[src/rtl/cla_adder_pipe_if.sv]
// Operand/result handshake bundle for cla_adder_pipe.
// master = beat source and result sink, slave = the adder.
interface cla_adder_pipe_if #(
    parameter int WIDTH = 32
);
    logic             in_valid;
    logic             in_ready;
    logic [WIDTH-1:0] a;
    logic [WIDTH-1:0] b;
    logic             carry_in;
    logic             sub;
    logic             out_valid;
    logic             out_ready;
    logic [WIDTH-1:0] sum;
    logic             carry_out;
    logic             overflow;

    modport master (
        output in_valid, a, b, carry_in, sub, out_ready,
        input  in_ready, out_valid, sum, carry_out, overflow
    );

    modport slave (
        input  in_valid, a, b, carry_in, sub, out_ready,
        output in_ready, out_valid, sum, carry_out, overflow
    );
endinterface

[src/rtl/cla_adder_pipe.sv]
// Pipelined carry-lookahead adder/subtractor: WIDTH split into STAGES segments, BLOCK-grouped lookahead per segment.
// Define CLA_SAT_EN to saturate the sum as signed two's complement on overflow.
module cla_adder_pipe #(
    parameter int WIDTH  = 32,
    parameter int STAGES = 2,
    parameter int BLOCK  = 4
) (
    input  logic            clk,
    input  logic            rst,
    cla_adder_pipe_if.slave bus
);
    localparam int SEG     = WIDTH / STAGES;
    localparam int NGRP    = (SEG + BLOCK - 1) / BLOCK;
    localparam int LO_BITS = SEG * STAGES * (STAGES + 1) / 2;
    localparam int OP_BITS = SEG * STAGES * (STAGES - 1) / 2;
    localparam int OPW     = (OP_BITS > 0) ? OP_BITS : 1;

    if ((WIDTH % STAGES) != 0 || STAGES < 1 || STAGES > 8 || BLOCK < 1) begin : g_bad_params
        $error("cla_adder_pipe: illegal WIDTH/STAGES/BLOCK combination");
    end

    // Bit offset of rank k's skewed operand field inside the flat operand vectors.
    function automatic int op_off(input int k);
        return SEG * (k * (STAGES - 1) - (k * (k - 1)) / 2);
    endfunction

    // Two-level lookahead over one segment: group G/P resolve group carries, bits ripple inside a group.
    function automatic logic [SEG:0] cla_seg(input logic [SEG-1:0] x, input logic [SEG-1:0] y,
                                             input logic cin);
        logic [SEG-1:0] g;
        logic [SEG-1:0] p;
        logic [SEG-1:0] s;
        logic [NGRP:0]  cg;
        logic           gg;
        logic           pp;
        logic           c;
        int             idx;
        g     = x & y;
        p     = x ^ y;
        s     = '0;
        cg    = '0;
        cg[0] = cin;
        for (int j = 0; j < NGRP; j++) begin
            gg = 1'b0;
            pp = 1'b1;
            for (int i = 0; i < BLOCK; i++) begin
                idx = j * BLOCK + i;
                if (idx < SEG) begin
                    gg = g[idx] | (p[idx] & gg);
                    pp = pp & p[idx];
                end
            end
            cg[j+1] = gg | (pp & cg[j]);
        end
        for (int j = 0; j < NGRP; j++) begin
            c = cg[j];
            for (int i = 0; i < BLOCK; i++) begin
                idx = j * BLOCK + i;
                if (idx < SEG) begin
                    s[idx] = p[idx] ^ c;
                    c      = g[idx] | (p[idx] & c);
                end
            end
        end
        return {cg[NGRP], s};
    endfunction

    logic               advance;
    logic               in_fire;
    logic               c_eff;
    logic [WIDTH-1:0]   b_eff;
    logic [STAGES-1:0]  vld_q;
    logic [STAGES-1:0]  vld_d;
    logic [STAGES-1:0]  cy_q;
    logic [STAGES-1:0]  cy_d;
    logic [LO_BITS-1:0] lo_q;
    logic [LO_BITS-1:0] lo_d;
    logic [OPW-1:0]     opa_q;
    logic [OPW-1:0]     opa_d;
    logic [OPW-1:0]     opb_q;
    logic [OPW-1:0]     opb_d;
    logic               ov_q;
    logic               ov_d;

    assign advance = !vld_q[STAGES-1] || bus.out_ready;
    assign in_fire = bus.in_valid && advance;
    assign b_eff   = bus.sub ? ~bus.b : bus.b;
    assign c_eff   = bus.carry_in ^ bus.sub;

    // Rank k holds the finished low (k+1)*SEG sum bits, the carry out of segment k and the untouched upper operands.
    for (genvar k = 0; k < STAGES; k++) begin : g_rank
        localparam int LW    = (k + 1) * SEG;
        localparam int LOFF  = SEG * k * (k + 1) / 2;
        localparam int PLOFF = (k > 0) ? SEG * (k - 1) * k / 2 : 0;
        localparam int POFF  = (k > 0) ? op_off(k - 1) : 0;
        localparam int OOFF  = op_off(k);
        localparam int OW    = SEG * (STAGES - 1 - k);

        logic [SEG-1:0] sa;
        logic [SEG-1:0] sb;
        logic [SEG-1:0] ss;
        logic           sc;
        logic           sco;
        logic           en;
        logic [LW-1:0]  lo_new;

        if (k == 0) begin : g_head
            assign sa       = bus.a[SEG-1:0];
            assign sb       = b_eff[SEG-1:0];
            assign sc       = c_eff;
            assign lo_new   = ss;
            assign vld_d[k] = in_fire;
        end else begin : g_body
            assign sa       = opa_q[POFF +: SEG];
            assign sb       = opb_q[POFF +: SEG];
            assign sc       = cy_q[k-1];
            assign lo_new   = {ss, lo_q[PLOFF +: k*SEG]};
            assign vld_d[k] = vld_q[k-1];
        end

        assign {sco, ss} = cla_seg(sa, sb, sc);
        // Ranks only capture real beats so the output holds its last result across bubbles.
        assign en        = advance && vld_d[k];
        assign cy_d[k]   = en ? sco : cy_q[k];

        if (k < STAGES - 1) begin : g_skew
            if (k == 0) begin : g_load
                assign opa_d[OOFF +: OW] = en ? bus.a[WIDTH-1:SEG] : opa_q[OOFF +: OW];
                assign opb_d[OOFF +: OW] = en ? b_eff[WIDTH-1:SEG] : opb_q[OOFF +: OW];
            end else begin : g_pass
                assign opa_d[OOFF +: OW] = en ? opa_q[POFF+SEG +: OW] : opa_q[OOFF +: OW];
                assign opb_d[OOFF +: OW] = en ? opb_q[POFF+SEG +: OW] : opb_q[OOFF +: OW];
            end
            assign lo_d[LOFF +: LW] = en ? lo_new : lo_q[LOFF +: LW];
        end else begin : g_final
            logic             ovf_new;
            logic [WIDTH-1:0] res;

            // Carry into the MSB is recovered from the MSB sum bit itself.
            assign ovf_new = sa[SEG-1] ^ sb[SEG-1] ^ ss[SEG-1] ^ sco;
`ifdef CLA_SAT_EN
            assign res = !ovf_new  ? lo_new :
                         sa[SEG-1] ? {1'b1, {(WIDTH-1){1'b0}}} :
                                     {1'b0, {(WIDTH-1){1'b1}}};
`else
            assign res = lo_new;
`endif
            assign lo_d[LOFF +: LW] = en ? res : lo_q[LOFF +: LW];
            assign ov_d             = en ? ovf_new : ov_q;
        end
    end

    if (STAGES == 1) begin : g_no_skew
        assign opa_d = opa_q;
        assign opb_d = opb_q;
    end

    always_ff @(posedge clk or posedge rst) begin
        if (rst) begin
            vld_q <= '0;
            cy_q  <= '0;
            lo_q  <= '0;
            opa_q <= '0;
            opb_q <= '0;
            ov_q  <= 1'b0;
        end else begin
            if (advance) begin
                vld_q <= vld_d;
            end
            cy_q  <= cy_d;
            lo_q  <= lo_d;
            opa_q <= opa_d;
            opb_q <= opb_d;
            ov_q  <= ov_d;
        end
    end

    assign bus.in_ready  = advance;
    assign bus.out_valid = vld_q[STAGES-1];
    assign bus.sum       = lo_q[LO_BITS-1 -: WIDTH];
    assign bus.carry_out = cy_q[STAGES-1];
    assign bus.overflow  = ov_q;
endmodule

[src/flat_wrapper.sv]
// flat-port wrapper written by rule: the top's interface ports become plain ports
module cla_adder_pipe_flat 
#(
    parameter int WIDTH  = 32,
    parameter int STAGES = 2,
    parameter int BLOCK  = 4
)
  (clk, rst, bus_in_valid, bus_a, bus_b, bus_carry_in, bus_sub, bus_out_ready, bus_in_ready, bus_out_valid, bus_sum, bus_carry_out, bus_overflow);
  cla_adder_pipe_if #(.WIDTH(WIDTH)) bus_i ();
  input  logic clk;
  input  logic rst;
  input wire logic [$bits(bus_i.in_valid)-1:0] bus_in_valid;
  input wire logic [$bits(bus_i.a)-1:0] bus_a;
  input wire logic [$bits(bus_i.b)-1:0] bus_b;
  input wire logic [$bits(bus_i.carry_in)-1:0] bus_carry_in;
  input wire logic [$bits(bus_i.sub)-1:0] bus_sub;
  input wire logic [$bits(bus_i.out_ready)-1:0] bus_out_ready;
  output wire logic [$bits(bus_i.in_ready)-1:0] bus_in_ready;
  output wire logic [$bits(bus_i.out_valid)-1:0] bus_out_valid;
  output wire logic [$bits(bus_i.sum)-1:0] bus_sum;
  output wire logic [$bits(bus_i.carry_out)-1:0] bus_carry_out;
  output wire logic [$bits(bus_i.overflow)-1:0] bus_overflow;
  assign bus_i.in_valid = bus_in_valid;
  assign bus_i.a = bus_a;
  assign bus_i.b = bus_b;
  assign bus_i.carry_in = bus_carry_in;
  assign bus_i.sub = bus_sub;
  assign bus_i.out_ready = bus_out_ready;
  assign bus_in_ready = bus_i.in_ready;
  assign bus_out_valid = bus_i.out_valid;
  assign bus_sum = bus_i.sum;
  assign bus_carry_out = bus_i.carry_out;
  assign bus_overflow = bus_i.overflow;
  cla_adder_pipe #(.WIDTH(WIDTH), .STAGES(STAGES), .BLOCK(BLOCK)) u_core (.clk(clk), .rst(rst), .bus(bus_i));
endmodule
[config.mk]
export PLATFORM = sky130hd
export DESIGN_NAME = cla_adder_pipe_flat
export DESIGN_NICKNAME = d
export VERILOG_FILES = /design/src/rtl/cla_adder_pipe_if.sv /design/src/rtl/cla_adder_pipe.sv /design/src/flat_wrapper.sv
export SDC_FILE = /design/constraint.sdc
export NUM_CORES = 1
export LEC_CHECK = 0
export ABC_CLOCK_PERIOD_IN_PS = 3720
export CAP_MARGIN = 30
export CORE_MARGIN = 2
export CORE_UTILIZATION = 51
export CTS_CLUSTER_DIAMETER = 50
export CTS_CLUSTER_SIZE = 40
export DETAILED_ROUTE_END_ITERATION = 8
export GPL_ROUTABILITY_DRIVEN = 1
export GPL_TIMING_DRIVEN = 0
export PLACE_DENSITY = 0.81
export RECOVER_POWER = 50
export REMOVE_ABC_BUFFERS = 1
export SLEW_MARGIN = 20
export SYNTH_ARGS = -nofsm -noshare
export SYNTH_HDL_FRONTEND = slang
export SYNTH_SLANG_ARGS = --single-unit
[constraint.sdc]
create_clock -name clk -period 3.72 [get_ports clk]
set_input_delay 0.372 -clock clk [delete_from_list [all_inputs] [get_ports clk]]
set_output_delay 0.372 -clock clk [all_outputs]
set_load 0.02 [all_outputs]
==> run summary <==
## Floorplan
* **standard-cell rows** 35
* **Die Ht** 101 um
* **initial core utilization** 51.9%
* **area of the die** 10100 sq um
* **Die Width** 101 um
* **boundary pin count** 106
* **area inside the core boundary** 9150 sq um

## Critical path
* **type of the worst setup path** register to register
* **cell-by-cell trace of the critical path** ha_1, a41oi_1, o21ai_2, o211ai_1, nand3_2, fa_2, fa_1, fa_2, or3_1, o211ai_1, a211o_1
* **flop2flop setup slack** 0.22 ns
* **maximum single-stage delay on the critical path** 0.46 ns
* **worst reg2reg path startpoint** u_core.g_rank[1].sb[1]
* **Critical Path Source Type** register
* **CP max FO** 5
* **nature of the critical path endpoint** register
* **data arrival at the endpoint of the critical path** 3.79 ns
* **number of cells traversed by the worst register-to-register path** 11
* **capture point of the worst reg-to-reg path** u_core.bus.overflow
* **required time of the worst setup path** 4.00 ns
* **master of the slowest instance on the critical path** fa_1

## Clock tree
* **register clock-pin slew on the reported worst setup and hold paths** 0.09 ns
* **number of clock buffers inserted by TritonCTS** 9
* **postcts setup bufs** 0
* **root buffer cell** clkbuf_8
* **CTS tree** done
* **clock latency of the later-clocked register in the worst-skew pair** 0.35 ns
* **count of H-tree levels built during CTS** 3
* **Clock Sinks** 85
* **Max clock buf depth** 2
* **number of hold-repair buffers added at the cts stage** 0

## Synthesis
* **Post-Syn Area** 4750 sq um
* **share of the synthesized area in the top cell type** 44.8%
* **count of state elements after synthesis** 85
* **most numerous cell types in the synthesized netlist** 124 x nand2_1, 85 x dfrtp_1, 40 x o21ai_0, 32 x ha_1, 32 x inv_1
* **top cells by area in the synthesized netlist** dfrtp_1 45%, fa_1 10%, nand2_1 9.8%
* **count of flip-flops with a built-in enable after synthesis** 0
* **number of distinct library cells after synthesis** 36
* **post-synth top area cell** dfrtp_1
* **Post-Synthesis Cells** 466
* **most instantiated library cell after synthesis** nand2_1
* **share of the yosys chip area belonging to registers** 44.8%
* **share of async-settable or async-resettable flops after synthesis** 100%
* **number of warnings issued by yosys** 0
* **ys flop type** dfrtp_1
* **synthesized area divided by synthesized cell count** 10.2 sq um

## STA
* **Final Hold Vio Count** 0
* **RSZ-0062 raised after global routing** no
* **fin crit share** 94.2%
* **number of max-slew violations in the final report** 0
* **max frequency** 285 MHz
* **measured slew at the worst slew-check pin** 1.35 ns
* **remaining max-slew budget at the tightest pin** 9.81%
* **fin crit period** 3.50 ns
* **Post-Route Setup TNS** 0 ns
* **count of endpoints failing setup in the final report** 0
* **worst clock skew** 0.0124 ns

## Detailed routing
* **DRC marker count from the first detailed-route iteration** 78
* **number of detailed-route iterations in the first pass** 4
* **post-detailed-route DRC marker count** 0
* **routed vias/inst** 5.04
* **Final Routed Wirelength** 9330 um
* **post-DR wirelength/cell** 13.7 um
* **Antenna Nets Post-Route** 0
* **total via count after detailed routing** 3431

## Cells and area
* **post-synthesis to final-layout area growth** 28.5%
* **fraction of layout cells with a size suffix above 1** 7.89%
* **number of nets in the final layout** 691
* **final cell count without fillers** 681
* **final-layout fill cell count** 743
* **count of antenna diodes in the layout** 0
* **cell area after layout** 6110 sq um
* **fraction of the core area covered by cells at the end of the flow** 66.7%

## Hold path
* **worst hold path startpoint** u_core.lo_q[2]
* **Hold Path End** u_core.lo_q[18]
* **class of the tightest hold or removal check** register to register
* **number of cells on the worst hold path** 2

## Global route
* **GRT Resource Usage Total** 19.9%
* **sum of overflow across all layers after global routing** 0
* **antenna violations before repair** 0
* **vias in the first global route** 3511
* **largest net degree at the start of global routing** 58
* **global-route wire length before repair** 15700 um

## Place
* **Final HPWL DP** 7010 um
* **number of buffer cells added on primary ports** 105
* **placed cells** 665
* **area post-placement** 5930 sq um
* **RD Place Congestion** 0.747

## Job
* **number of maximum-capacitance violations** 0

## Status
* **outcome** finished, final reports clean

## Power
* **maximum vdd drop** 0.244 mV
* **Static Leakage** 2.89 nW
* **Design Power** 3.41 mW
* **Cell Pwr Density** 558 nW/um^2

## metrics by stage
stage / hold WS, ns / setup slack (ns)
finish: 0.470 / 0.216
global route: 0.486 / 0.00324
CTS: 0.376 / 0.0364
detailed placement: 0.448 / -0.0575
global placement: 0.447 / -1.55
floorplan: 0.439 / 0.350
## area by class of cell
class,count,area [sq um],share of cell area (%)
Clock buffer,10,138,2.25
Timing Repair Buffer,108,1090,17.9
Tap cell,111,139,2.27
Clock inverter,6,53.8,0.881
Multi-Input combinational cell,329,2440,39.9
Sequential cell,85,2130,34.8
Inverter,32,121,1.99
## logic make-up after synthesis
| group | share of synthesized area, % |
|---|---|
| xor gates and xnor gates | 7.56 |
| buffers and inverters | 4.29 |
| muxes | 3.79 |
| DFF | 44.8 |
| AOI/OAI and AO/OA | 8.79 |
| and+or+nand+nor | 12.3 |
| adders and majority gates | 18.5 |
## timing repair
action                                  in CTS  in global routing
endpoints found under the hold margin        0                  0
resized for setup                            0                  4
endpoints found under the setup margin       0                  1
## worst max-delay path by stage
stage / from / endpoint / depth (start not counted)
global route: u_core.g_rank[1].sb[2] / u_core.bus.overflow / 11
global placement: bus_sub / u_core.lo_q[15] / 13
finish: u_core.g_rank[1].sb[1] / u_core.bus.overflow / 11
CTS: u_core.g_rank[1].sb[1] / u_core.bus.overflow / 11
floorplan: u_core.g_rank[1].sb[1] / u_core.bus.overflow / 11
detailed placement: bus_sub / u_core.lo_q[15] / 13
## power by group
part | internal (mW) | total (mW) | switching [mW]
combinational | 0.679 | 1.41 | 0.732
sequential | 1.20 | 1.37 | 0.172
clock | 0.273 | 0.625 | 0.352
total | 2.15 | 3.41 | 1.26
## sequential cells by signal (all words and copies together), names as in the netlist
| register | count |
|---|---|
| u_core.bus.overflow | 1 |
| u_core.vld_q | 2 |
| u_core.lo_q | 48 |
| u_core.cy_q | 2 |
| u_core.g_rank.sb | 16 |
| u_core.g_rank.sa | 16 |
## placed cells by master, fill, tap and decap left out, types with 2 or more instances in the layout
cell type and instances:
dlygate4sd3_1 2, mux2_2 16, nand2b_1 3, xnor2_1 20, nand2_1 123, fa_1 22
o211ai_1 2, a21o_1 7, fa_2 2, nor2_1 6, nand4_1 4, a21oi_1 11
inv_6 2, o21ai_0 40, clkinv_4 2, ha_1 32, clkbuf_8 10, buf_12 2
clkdlybuf4s50_1 102, xor2_1 21, dfrtp_1 85, inv_1 31
## layer usage
layer / wire, um / track usage (%) / up-vias
met5: 0 / 0 / -
met4: 159 / 6.22 / 0
met3: 631 / 6.31 / 10
met2: 4660 / 35.5 / 91
met1: 3880 / 22.9 / 1623
li1: - / - / 1707
## critical path: cells and delay by family, from the launching register on
kind / cells / cell delay [ns]
compound gates: 5 / 0.82
fa+ha+maj: 4 / 1.67
flops: 1 / 0.43
simple gates: 2 / 0.54
Power figures use the tool's default switching activity.
